<file path="src/rtl/pc_fetch_sequencer_if.sv">
// Fetch sequencer bus: PC feedback, hazard/branch/debug
// controls in; next address, ack and status out.
interface pc_fetch_sequencer_if #(
  parameter int ADDR_W = 32
);
  logic [ADDR_W-1:0] PCIn;
  logic              Stall;
  logic              RedirectReq;
  logic [ADDR_W-1:0] RedirectAddr;
  logic              Halt;
  logic              Resume;
  logic [ADDR_W-1:0] NextAddress;
  logic              RedirectAck;
  logic              FetchValid;
  logic              Flush;
  logic [1:0]        State;

  modport master (
    output PCIn, Stall, RedirectReq, RedirectAddr,
    output Halt, Resume,
    input  NextAddress, RedirectAck, FetchValid,
    input  Flush, State
  );

  modport slave (
    input  PCIn, Stall, RedirectReq, RedirectAddr,
    input  Halt, Resume,
    output NextAddress, RedirectAck, FetchValid,
    output Flush, State
  );
endinterface

</file>
<file path="src/rtl/pc_fetch_sequencer.sv">
// Next-address controller for the ProgramCounter.
// Ports: Clk, Reset (sync, high), bus (slave side).
module pc_fetch_sequencer #(
  parameter int                ADDR_W       = 32,
  parameter logic [ADDR_W-1:0] RESET_VECTOR = '0,
  parameter int unsigned       INC          = 4,
  parameter int unsigned       FLUSH_CYCLES = 2
) (
  input logic                  Clk,
  input logic                  Reset,
  pc_fetch_sequencer_if.slave  bus
);

  typedef enum logic [1:0] {
    RUN   = 2'd0,
    FLUSH = 2'd1,
    HALT  = 2'd2
  } state_e;

  state_e     state_q, state_d;
  logic [3:0] cnt_q, cnt_d;

  logic [ADDR_W-1:0] redir_addr;
  logic [ADDR_W-1:0] seq_addr;
  logic [ADDR_W-1:0] next_addr;
  logic              ack;

  assign redir_addr = {bus.RedirectAddr[ADDR_W-1:2], 2'b00};
  // Truncating add: top of memory wraps to zero.
  assign seq_addr = bus.Stall ? bus.PCIn
                              : bus.PCIn + ADDR_W'(INC);

  always_comb begin
    state_d   = state_q;
    cnt_d     = cnt_q;
    next_addr = bus.PCIn;
    ack       = 1'b0;
    case (state_q)
      FLUSH: begin
        // Halt waits here; it is seen again in RUN.
        if (bus.RedirectReq) begin
          ack       = 1'b1;
          next_addr = redir_addr;
          cnt_d     = 4'(FLUSH_CYCLES);
        end else begin
          next_addr = seq_addr;
          if (cnt_q <= 4'd1) begin
            state_d = RUN;
            cnt_d   = '0;
          end else begin
            cnt_d = cnt_q - 4'd1;
          end
        end
      end
      HALT: begin
        if (bus.RedirectReq) begin
          ack       = 1'b1;
          next_addr = redir_addr;
        end else if (bus.Resume && !bus.Halt) begin
          state_d = RUN;
        end
      end
      default: begin
        if (bus.RedirectReq) begin
          ack       = 1'b1;
          next_addr = redir_addr;
          state_d   = FLUSH;
          cnt_d     = 4'(FLUSH_CYCLES);
        end else if (bus.Halt) begin
          state_d = HALT;
        end else begin
          next_addr = seq_addr;
        end
      end
    endcase
    if (Reset) begin
      next_addr = RESET_VECTOR;
      ack       = 1'b0;
    end
  end

  always_ff @(posedge Clk) begin
    if (Reset) begin
      state_q <= RUN;
      cnt_q   <= '0;
    end else begin
      state_q <= state_d;
      cnt_q   <= cnt_d;
    end
  end

  assign bus.NextAddress = next_addr;
  assign bus.RedirectAck = ack;
  assign bus.FetchValid  = (state_q != HALT) & ~bus.Stall & ~Reset;
  assign bus.Flush       = (state_q == FLUSH) & ~Reset;
  // Encoding 3 never occurs but reads as RUN.
  assign bus.State       = (Reset || state_q == 2'd3)
                         ? 2'd0 : state_q;

endmodule

</file>
<file path="src/flat_wrapper.sv">
// flat-port wrapper written by rule: the top's interface ports become plain ports
module pc_fetch_sequencer_flat 
#(
  parameter int                ADDR_W       = 32,
  parameter logic [ADDR_W-1:0] RESET_VECTOR = '0,
  parameter int unsigned       INC          = 4,
  parameter int unsigned       FLUSH_CYCLES = 2
)
  (Clk, Reset, bus_PCIn, bus_Stall, bus_RedirectReq, bus_RedirectAddr, bus_Halt, bus_Resume, bus_NextAddress, bus_RedirectAck, bus_FetchValid, bus_Flush, bus_State);
  pc_fetch_sequencer_if #(.ADDR_W(ADDR_W)) bus_i ();
  input logic Clk;
  input logic Reset;
  input wire logic [$bits(bus_i.PCIn)-1:0] bus_PCIn;
  input wire logic [$bits(bus_i.Stall)-1:0] bus_Stall;
  input wire logic [$bits(bus_i.RedirectReq)-1:0] bus_RedirectReq;
  input wire logic [$bits(bus_i.RedirectAddr)-1:0] bus_RedirectAddr;
  input wire logic [$bits(bus_i.Halt)-1:0] bus_Halt;
  input wire logic [$bits(bus_i.Resume)-1:0] bus_Resume;
  output wire logic [$bits(bus_i.NextAddress)-1:0] bus_NextAddress;
  output wire logic [$bits(bus_i.RedirectAck)-1:0] bus_RedirectAck;
  output wire logic [$bits(bus_i.FetchValid)-1:0] bus_FetchValid;
  output wire logic [$bits(bus_i.Flush)-1:0] bus_Flush;
  output wire logic [$bits(bus_i.State)-1:0] bus_State;
  assign bus_i.PCIn = bus_PCIn;
  assign bus_i.Stall = bus_Stall;
  assign bus_i.RedirectReq = bus_RedirectReq;
  assign bus_i.RedirectAddr = bus_RedirectAddr;
  assign bus_i.Halt = bus_Halt;
  assign bus_i.Resume = bus_Resume;
  assign bus_NextAddress = bus_i.NextAddress;
  assign bus_RedirectAck = bus_i.RedirectAck;
  assign bus_FetchValid = bus_i.FetchValid;
  assign bus_Flush = bus_i.Flush;
  assign bus_State = bus_i.State;
  pc_fetch_sequencer #(.ADDR_W(ADDR_W), .RESET_VECTOR(RESET_VECTOR), .INC(INC), .FLUSH_CYCLES(FLUSH_CYCLES)) u_core (.Clk(Clk), .Reset(Reset), .bus(bus_i));
endmodule
</file>
<file path="config.mk">
export PLATFORM = sky130hd
export DESIGN_NAME = pc_fetch_sequencer_flat
export DESIGN_NICKNAME = d
export VERILOG_FILES = /design/src/rtl/pc_fetch_sequencer_if.sv /design/src/rtl/pc_fetch_sequencer.sv /design/src/flat_wrapper.sv
export SDC_FILE = /design/constraint.sdc
export NUM_CORES = 1
export LEC_CHECK = 0
export CAP_MARGIN = 10
export CORE_MARGIN = 10
export CORE_UTILIZATION = 46
export CTS_CLUSTER_SIZE = 24
export DETAILED_ROUTE_END_ITERATION = 7
export GPL_ROUTABILITY_DRIVEN = 0
export MAX_ROUTING_LAYER = met4
export PLACE_DENSITY_LB_ADDON = 0.1
export SYNTH_ARGS = -nofsm -noshare
export SYNTH_HDL_FRONTEND = slang
export SYNTH_SLANG_ARGS = --single-unit
</file>
<file path="constraint.sdc">
create_clock -name Clk -period 2.7 [get_ports Clk]
set_input_delay 0.27 -clock Clk [delete_from_list [all_inputs] [get_ports Clk]]
set_output_delay 0.27 -clock Clk [all_outputs]
set_load 0.02 [all_outputs]
</file>
==> results.toml, run 1 <==
[pwr]
peakVddDrop_uv = 338
power.total_mw = 1.62
leakagePower_nw = 1.96
power_density_nw_per_um2 = 348

[drt]
drtIter0Drc = 472
drc = 0
viasPerCell = 6.51
wirelength_um = 13600
routed-via-count = 4506
wire_per_inst_um = 19.6
ant_nets = 0
dr.pass1.iters = 7

[synthesis]
yosys-top-cells-area = "o21ai_0, a21oi_1, nor2_1"
netlist_instances = 427
yosys_warnings = 0
synth_ff_type = "dfxtp_1"
ys_types = 69
async_reset_ff_frac = 0
ys_seq_area_frac = 0.0440
netlist_area_um2 = 2730
synthMostInstantiatedCell = "o21ai_0"
ys_seq_elements = 6
synth_top_area_frac = 0.0659
synthTopCellsByCount = "o21ai_0, a21oi_1, nor2_1, nand2_1, clkbuf_1"
avgSynthCellArea_um2 = 6.40
synth_edf_count = 0
syn_nets = 503
synth.largest_area_cell = "o21ai_0"

[clocking]
cts_root_buf = "clkbuf_8"
numCtsBuffers = 3
cts_sinks = 6
cts.path.max_buffers = 2
htree_levels = 1
cts_tree = "done"
clk_pin_slew_ps = 30
clock_latency_ps = 230

[layout]
drive_gt1_frac = 0.308
fill_cells = 422
fin_nets = 695
fin_util = 0.798
antennaDiodeCount = 0
final-seq-area_um2 = 120
multi_input_area_um2 = 2490
stdcell_area_um2 = 4670
syn2layout_area_growth_pct = 70.9

[critical_path]
crit_chain = "clkdlybuf4s50_1 -> and4_1 -> and4_1 -> nand2_2 -> or4_1 -> a31oi_1 -> clkbuf_2"
cp_num_buf_inv = 2
crit_arrival_ps = 2420
required_ps = 2430
worst_path_most_repeated_cell = "and4_1"
slowest_stage = "clkdlybuf4s50_1"
critPathTopFamily = "simple AND/OR/NAND/NOR gates"
crit_path_max_incr_delay_ps = 510
worstPathMaxFanout = 3
crit_type = "input port to output port"
start_kind = "input port"
crit_path_end_kind = "output port"

[floorplanning]
initial_core_util = 0.467
rows = 28
die_h_um = 97.1
coreArea_um2 = 5850
num_io_pins = 107
dieWidth_um = 97.1
dieArea_um2 = 9420

[sta]
hold_violations = 0
setup_tns_ps = 0
clock_skew_ps = 3.36
rsz0062_at_grt = "true"
max_slew_margin = 0.577
min_period_over_period = 0.998
fmax_ghz = 0.371
period_needed_ps = 2690
slew_violations = 0
tightest_slew_ps = 627
setup_viol = 0

[place]
port_buffers = 104
dpl_cell_area_um2 = 4600
dp_hpwl_um = 10700

[worst_hold_path]
hp-class = "register to register"

[grt]
grt_use_total = 0.267
grt_max_degree = 19
grt_first_pass_wirelength_um = 21300
overflow = 0
first_global_vias = 4453
antenna_found_initial = 0

[outcome]
status = "completed"

[job]
drv_cap = 0
[layer usage]
metal / vias up / share of wire / track usage
li1: 2023 / - / -
met1: 2085 / 0.39 / 0.310
met2: 329 / 0.47 / 0.440
met3: 69 / 0.10 / 0.0512
met4: 0 / 0.038 / 0.107
met5: - / 0 / -
[path summary, 6_finish.rpt]
check        slack, ps                             end  cells after the start                            from
min                510    u_core.cnt_q[3]$_SDFFE_PP0P_                      2    u_core.cnt_q[3]$_SDFFE_PP0P_
max reg2reg        820  u_core.state_q[1]$_SDFFE_PP0P_                      7  u_core.state_q[1]$_SDFFE_PP0P_
min reg2reg        510    u_core.cnt_q[3]$_SDFFE_PP0P_                      2    u_core.cnt_q[3]$_SDFFE_PP0P_
max                  6             bus_NextAddress[29]                      7                    bus_PCIn[18]
[flip-flops by register name, indices dropped and copies added, names as in the netlist]
signal and cells:
u_core.cnt_q 4, u_core.state_q 2
[area by class of cell]
| class | instances | area share |
|---|---|---|
| Inverter | 14 | 0.0121 |
| Tap cell | 75 | 0.0201 |
| Timing Repair Buffer | 228 | 0.400 |
| Clock buffer | 3 | 0.00884 |
| Sequential cell | 6 | 0.0257 |
| Multi-Input combinational cell | 366 | 0.533 |
[cell usage in the layout, fill, tap and decap left out, types with 4 or more instances in the layout]
master	n
clkbuf_2	15
nand3_1	15
clkdlybuf4s50_1	72
a311oi_1	4
and4_1	7
a221oi_1	9
nor3_1	17
a31oi_1	11
o31a_1	5
a211oi_1	12
inv_1	13
a21o_1	4
dfxtp_1	6
nor3_2	4
nand2b_1	10
dlygate4sd2_1	7
buf_4	125
and3_1	4
nor2b_1	4
nor2_1	33
o21ai_0	35
nand2_1	34
and2_1	7
a21oi_1	34
ha_1	4
nand4_1	9
mux2i_1	5
xnor2_1	9
buf_2	4
nor4_1	6
o31ai_1	8
[through the flow]
| stage | hold WS (ps) | instances | setup slack (ps) |
|---|---|---|---|
| floorplan | 466 | 427 | 209 |
| global placement | 491 | 687 | -413 |
| detailed placement | 503 | 687 | -483 |
| CTS | 509 | 691 | -47.3 |
| global route | 548 | 692 | -73.2 |
| finish | 510 | 692 | 6.45 |
[cells by family (layout without fill, tap and decap cells)]
logic type                 after synthesis  count (layout)  share of synthesized area
adders and majority gates                6               6                     0.0275
AOI/OAI and AO/OA                      157             157                      0.383
muxes                                    7               7                     0.0266
DFF                                      6               6                     0.0440
xor gates and xnor gates                12              12                     0.0385
buffers and inverters                   55             245                     0.0865
and+or+nand+nor                        184             184                      0.394
[worst register-to-register path, cell delays in order (launching register included)]
cell and delay, ps:
dfxtp_1 380, ha_2 230, buf_4 240, inv_1 180, a21o_1 190, a41oi_1 270
mux2i_1 230, nor2_1 50
[power breakdown]
| part | internal (mW) | switching (mW) | leakage [nW] |
|---|---|---|---|
| Sequential | 0.0982 | 0.00837 | 0.0490 |
| Combinational | 0.620 | 0.757 | 1.89 |
| Clock | 0.0963 | 0.0452 | 0.0216 |
[repair_timing]
action,4_1_cts,5_1_grt
hold buffers,0,0
pin swaps,1,3
endpoints found under the hold margin,0,0
endpoints found under the setup margin,30,25
buffers inserted,1,1
resized for setup,71,56
Note: power is estimated with default switching activity, not from simulation.
==> run 2, diff against run 1 <==
==> constraint.sdc (replaced) <==
create_clock -name Clk -period 2.9 [get_ports Clk]
set_input_delay 0.29 -clock Clk [delete_from_list [all_inputs] [get_ports Clk]]
set_output_delay 0.29 -clock Clk [all_outputs]
set_load 0.02 [all_outputs]
==> run 2 against run 1 <==
  * The run now ends with design-rule violations left
  * Final cell count shrank 2.9%
  * Setup slack gained 39 ps
  * Clock skew shrank 0.79 ps
  * Largest power group unchanged
  * Highest routed layer unchanged
==> results.toml, run 2 (synthesis results as in run 1) <==
[outcome]
status = "complete, but fails checks"
violations = "design-rule violations"

[worst_hold_path]
hp-class = "register to register"
whs_path_depth = 2

[clocking]
cts_root_buf = "clkbuf_8"
cts_tree = "done"
cts_hold_buf = 0
htree_levels = 1
clk_pin_slew_ps = 40
cts.path.max_buffers = 2
numCtsBuffers = 3
post_cts_buffers = 0
cts_sinks = 6
clock_latency_ps = 220

[critical_path]
required_ps = 2610
crit_path_end_kind = "output port"
start_kind = "input port"
worstPathMaxFanout = 5
worstRegToRegCells = 8
crit_arrival_ps = 2560
crit_type = "input port to output port"

[drt]
drc = 1
viasPerCell = 6.51
dr.pass1.iters = 7
wire_per_inst_um = 19.4
routed-via-count = 4376
wirelength_um = 13000
ant_nets = 0
drtIter0Drc = 570

[floorplanning]
coreArea_um2 = 5850
rows = 28
dieWidth_um = 97.1
dieArea_um2 = 9420
die_h_um = 97.1
initial_core_util = 0.467
num_io_pins = 107

[layout]
final_cell_mix = "buf_4, clkdlybuf4s50_1, o21ai_0, a21oi_1, nand2_1"
syn2layout_area_growth_pct = 66.3
fin_nets = 675
fin_util = 0.777
fill_cells = 447
drive_gt1_frac = 0.241
largest_reg_flops = 4
top_regs = "u_core.cnt_q: 4 flops, u_core.state_q: 2 flops"
layout_commonest_cell = "buf_4"
top_register = "u_core.cnt_q"
antennaDiodeCount = 0

[place]
pre_cts_ws_ps = -302
dp_hpwl_um = 10300
port_buffers = 104

[sta]
min_period_over_period = 0.984
max_slew_margin = 0.592
slew_violations = 0
period_needed_ps = 2850
clock_skew_ps = 2.58
fmax_ghz = 0.350
hold_slack_ps = 512
hold_violations = 0
setup_viol = 0
setup_ws_ps = 45.4
tightest_slew_ps = 604

[pwr]
power_frac_comb = 0.847
peakVddDrop_uv = 230
power.total_mw = 1.46
clock_power_share = 0.085
internal-power_mw = 0.733
leakagePower_nw = 1.91
p_sw_frac = 0.497
p_sw_mw = 0.725
power_density_nw_per_um2 = 321
seqPwrFrac = 0.068

[grt]
antenna_found_initial = 0
first_global_vias = 4335
grt_use_total = 0.258
overflow = 0
grt_first_pass_wirelength_um = 20700
grt_max_degree = 20

[job]
drv_cap = 0
[run 2: cell types whose count changed in the layout (fill, tap and decap cells not counted), sizes merged]
cell and change:
buf -26, clkinvlp -1, dlygate4sd1 -1, clkbuf -10, clkdlybuf4s50 +3, dlygate4sd2 +8
inv +1, dlymetal6s2s +6
[run 2: cell type report]
cell class	count	area (um^2)	share of cell area
multi-input combinational	366	2430	0.534
timing repair buffer	208	1810	0.398
tap	75	93.8	0.0206
clock buffer	3	41.3	0.00909
inverter	14	52.6	0.0116
sequential	6	120	0.0264
[run 2: worst paths after layout]
kind / from / to / slack [ps]
max reg2reg: u_core.state_q[0]$_SDFFE_PP0P_ / u_core.state_q[1]$_SDFFE_PP0P_ / 910
max: bus_PCIn[14] / bus_NextAddress[29] / 50
min: u_core.state_q[0]$_SDFFE_PP0P_ / u_core.state_q[0]$_SDFFE_PP0P_ / 510
min reg2reg: u_core.state_q[0]$_SDFFE_PP0P_ / u_core.state_q[0]$_SDFFE_PP0P_ / 510
[run 2: per-layer routing]
metal,wire length (um),global-route usage,vias to the layer above
met4,425,0.0942,0
met2,6100,0.421,367
li1,-,-,1985
met3,1580,0.0541,58
met1,4910,0.303,1966
met5,0,-,-
[run 2: per-stage QoR]
step | area, um^2 | setup TNS [ps] | cells
floorplan | 2730 | 0 | 427
detailed placement | 4480 | -3120 | 669
global route | 4540 | -4.83 | 672
global placement | 4480 | -2550 | 669
CTS | 4500 | 0 | 672
finish | 4540 | 0 | 672
[run 2: timing repair]
item                                   in CTS  in global routing
setup endpoints to repair                  24                 17
gates cloned                                0                  0
endpoints found under the hold margin       0                  0
resized for setup                          25                 30
[run 2: critical path: stages]
cell and delay, ps:
clkdlybuf4s50_1 490, and3_1 320, and4_1 360, nand2_2 60, or4_1 460, a31oi_1 220, dlygate4sd2_1 360
[run 2: power by group through the flow]
stage / clock [mW] / combinational, mW / sequential [mW]
2_1_floorplan: 0 / 0.629 / 0.0987
3_3_place_gp: 0 / 1.22 / 0.100
3_5_place_dp: 0 / 1.23 / 0.100
4_1_cts: 0.127 / 1.21 / 0.0995
5_1_grt: 0.134 / 1.31 / 0.101
6_report: 0.124 / 1.23 / 0.0996
==> variant (settings of run 2) <==
Make the reset (`Reset`) asynchronous in one clocked block.
--- a/src/rtl/pc_fetch_sequencer.sv
+++ b/src/rtl/pc_fetch_sequencer.sv
@@ -81,3 +81,3 @@
 
-  always_ff @(posedge Clk) begin
+  always_ff @(posedge Clk or posedge Reset) begin
     if (Reset) begin
Check against the original RTL: same outputs for any inputs over 10 cycles, from zero or initial values and one cycle with Reset high; that may be too few to reach the edited logic, so the function may still have changed.
==> variant against run 2 <==
  * The flow finishes with violations (setup timing)
  * Cell area barely moved
  * Synthesized area rose by 0.55%
  * Sequential cell count did not move
  * Register-to-register slack better by 60 ps
  * Worst setup slack worse by 74 ps
  * Wire length fell by 3.3%
  * Critical path type unchanged
  * Critical endpoint is now bus_NextAddress[30]
  * Largest cell class unchanged
Power is not compared: it rests on default switching activity, and its combinational part moved more than twofold at a synthesized area within 25%.
==> variant: results (changes against run 2) <==
| Metric | Value |
|---|---|
| Worst setup margin | -28.3 ps (-73.7 ps) |
| Layout Skew | 1.38 ps (-1.19 ps) |
| Post-synthesis mux area share | 1.50% (-1.2 points) |
| Iter 0 DRT Violations | 328 (-42%) |
| Number of distinct library cells after synthesis | 70 (+1.4%) |
| Worst path slowest cell | or4_1 |
| Routed WL | 12.6 mm (-3.3%) |
| Setup tns final | -34.1 ps (-34.1 ps) |
| Post-synthesis adder-cell area fraction | 2.73% (-0.015 points) |
| Placed cell count | 659 (-1.5%) |
| Worst endpoint data arrival time | 2640 ps (+80 ps) |
| Failing checks | setup timing |
| Cells after Synth | 426 (-0.23%) |
| Post-synth top cells | o21ai_0 (38), clkbuf_1 (37), nor2_1 (30) |
| Status | finished, violations left |
| Vias | 4211 (-3.8%) |
| Largest cells by area after synthesis | o21ai_0 (6.9%), a221oi_1 (6.1%), xnor2_1 (5.7%), dfrtp_1 (5.5%), clkbuf_1 (5.1%) |
| Pin count of the biggest net entering global routing | 32 (+60%) |
| Final setup fails | 2 (+2) |
| Slew @ Worst Pin | 522 ps (-82.5 ps) |
| Post-DP HPWL | 9.70 mm (-5.6%) |
| Compound-cell area share of the yosys netlist | 41.9% (+3.6 points) |
| Mapped Nets | 502 (-0.20%) |
| Crit path max fanout | 8 (+3) |
| Ys Warns | 0 (unchanged) |
| Post-synthesis async set-or-reset flop share | 100% (+100 points) |
| Number of global-route vias before repair | 4077 (-6.0%) |
| Register area share after synthesis | 5.46% (+1.1 points) |
| Ant. Diodes | 0 (unchanged) |
| VDD IR-drop max | 0.000502 V |
| XOR/XNOR Fraction of Synth Area | 5.74% (+1.9 points) |
| Fraction of layout cells with a size suffix above 1 | 26.2% (+2.1 points) |
| Placed inst area | 0.00448 sq mm (about the same) |
| First-pass GRT wire length | 19.6 mm (-5.2%) |
| GRT Total Usage | 24.0% (-1.7 points) |
| Worst path max stage delay | 580 ps (+90 ps) |
| Non-filler cells, final | 663 (-1.3%) |
| Most used DFF post-synth | dfrtp_1 |
| Final nets | 666 (-1.3%) |
| First-pass iteration count of the detailed router | 5 (-2) |
| Min cycle time layout | 2930 ps (+73.7 ps) |
-- variant: cell types whose count changed after synthesis, sizes merged, moves of 8 or more --
cell	run 2	this run
clkbuf	24	37
a221oi	10	21
a21oi	35	26
xnor2	10	18
-- variant: routing by layer --
layer  GRT usage [%]  share of wire (%)
met1            27.7                 42
met2            41.7                 48
met3            3.56                7.3
met4            7.49                2.2
met5               -                  0
-- variant: critical path: cells and delay by family --
kind / cells / cell delay, ps
compound gates: 3 / 540
buf+inv: 4 / 980
simple gates: 2 / 810
-- variant: final cells by class --
type | instances | area [sq um]
Inverter | 15 | 56.3
Clock buffer | 3 | 41.3
Sequential cell | 6 | 150
Timing Repair Buffer | 209 | 1790
Fill cell | 431 | 1300
Multi-Input combinational cell | 355 | 2410
Tap cell | 75 | 93.8
-- variant: cell families (layout without fill, tap and decap cells) --
logic type                 after synthesis  count (layout)
adders and majority gates                6               6
AOI/OAI and AO/OA                      167             167
muxes                                    4               4
xor gates and xnor gates                18              18
DFF                                      6               6
buffers and inverters                   65             227
and+or+nand+nor                        160             160
-- variant: power by group through the flow --
stage | combinational (uW) | sequential, uW | clock [uW]
after floorplan | 1470 | 126 | 0
after global placement | 2470 | 129 | 0
after detailed placement | 2510 | 132 | 0
after CTS | 2420 | 131 | 134
after global routing | 2650 | 135 | 143
final | 2490 | 133 | 133
-- variant: stage by stage --
step                setup slack [ps]  utilization (%)
floorplan                        406                -
global placement                -456             76.5
detailed placement              -493             76.5
CTS                             4.20             76.9
global route                   -48.6             77.7
finish                         -28.3             77.7
-- variant: final timing paths --
check / slack (ps) / start / end / cells past startpoint
min in group asynchronous: 730 / Reset / u_core.state_q[0] / 4
max: -30 / bus_PCIn[15] / bus_NextAddress[30] / 9
max reg2reg: 970 / u_core.state_q[1] / u_core.state_q[0] / 6
max in group asynchronous: 2050 / Reset / u_core.cnt_q[1] / 4
min reg2reg: 550 / u_core.cnt_q[0] / u_core.cnt_q[0] / 1
min: 550 / u_core.cnt_q[0] / u_core.cnt_q[0] / 1
-- variant: timing repair --
item,4_1_cts,5_1_grt
gates resized for setup,63,35
pin swaps,3,3
endpoints found under the setup margin,27,19
setup buffers,0,1
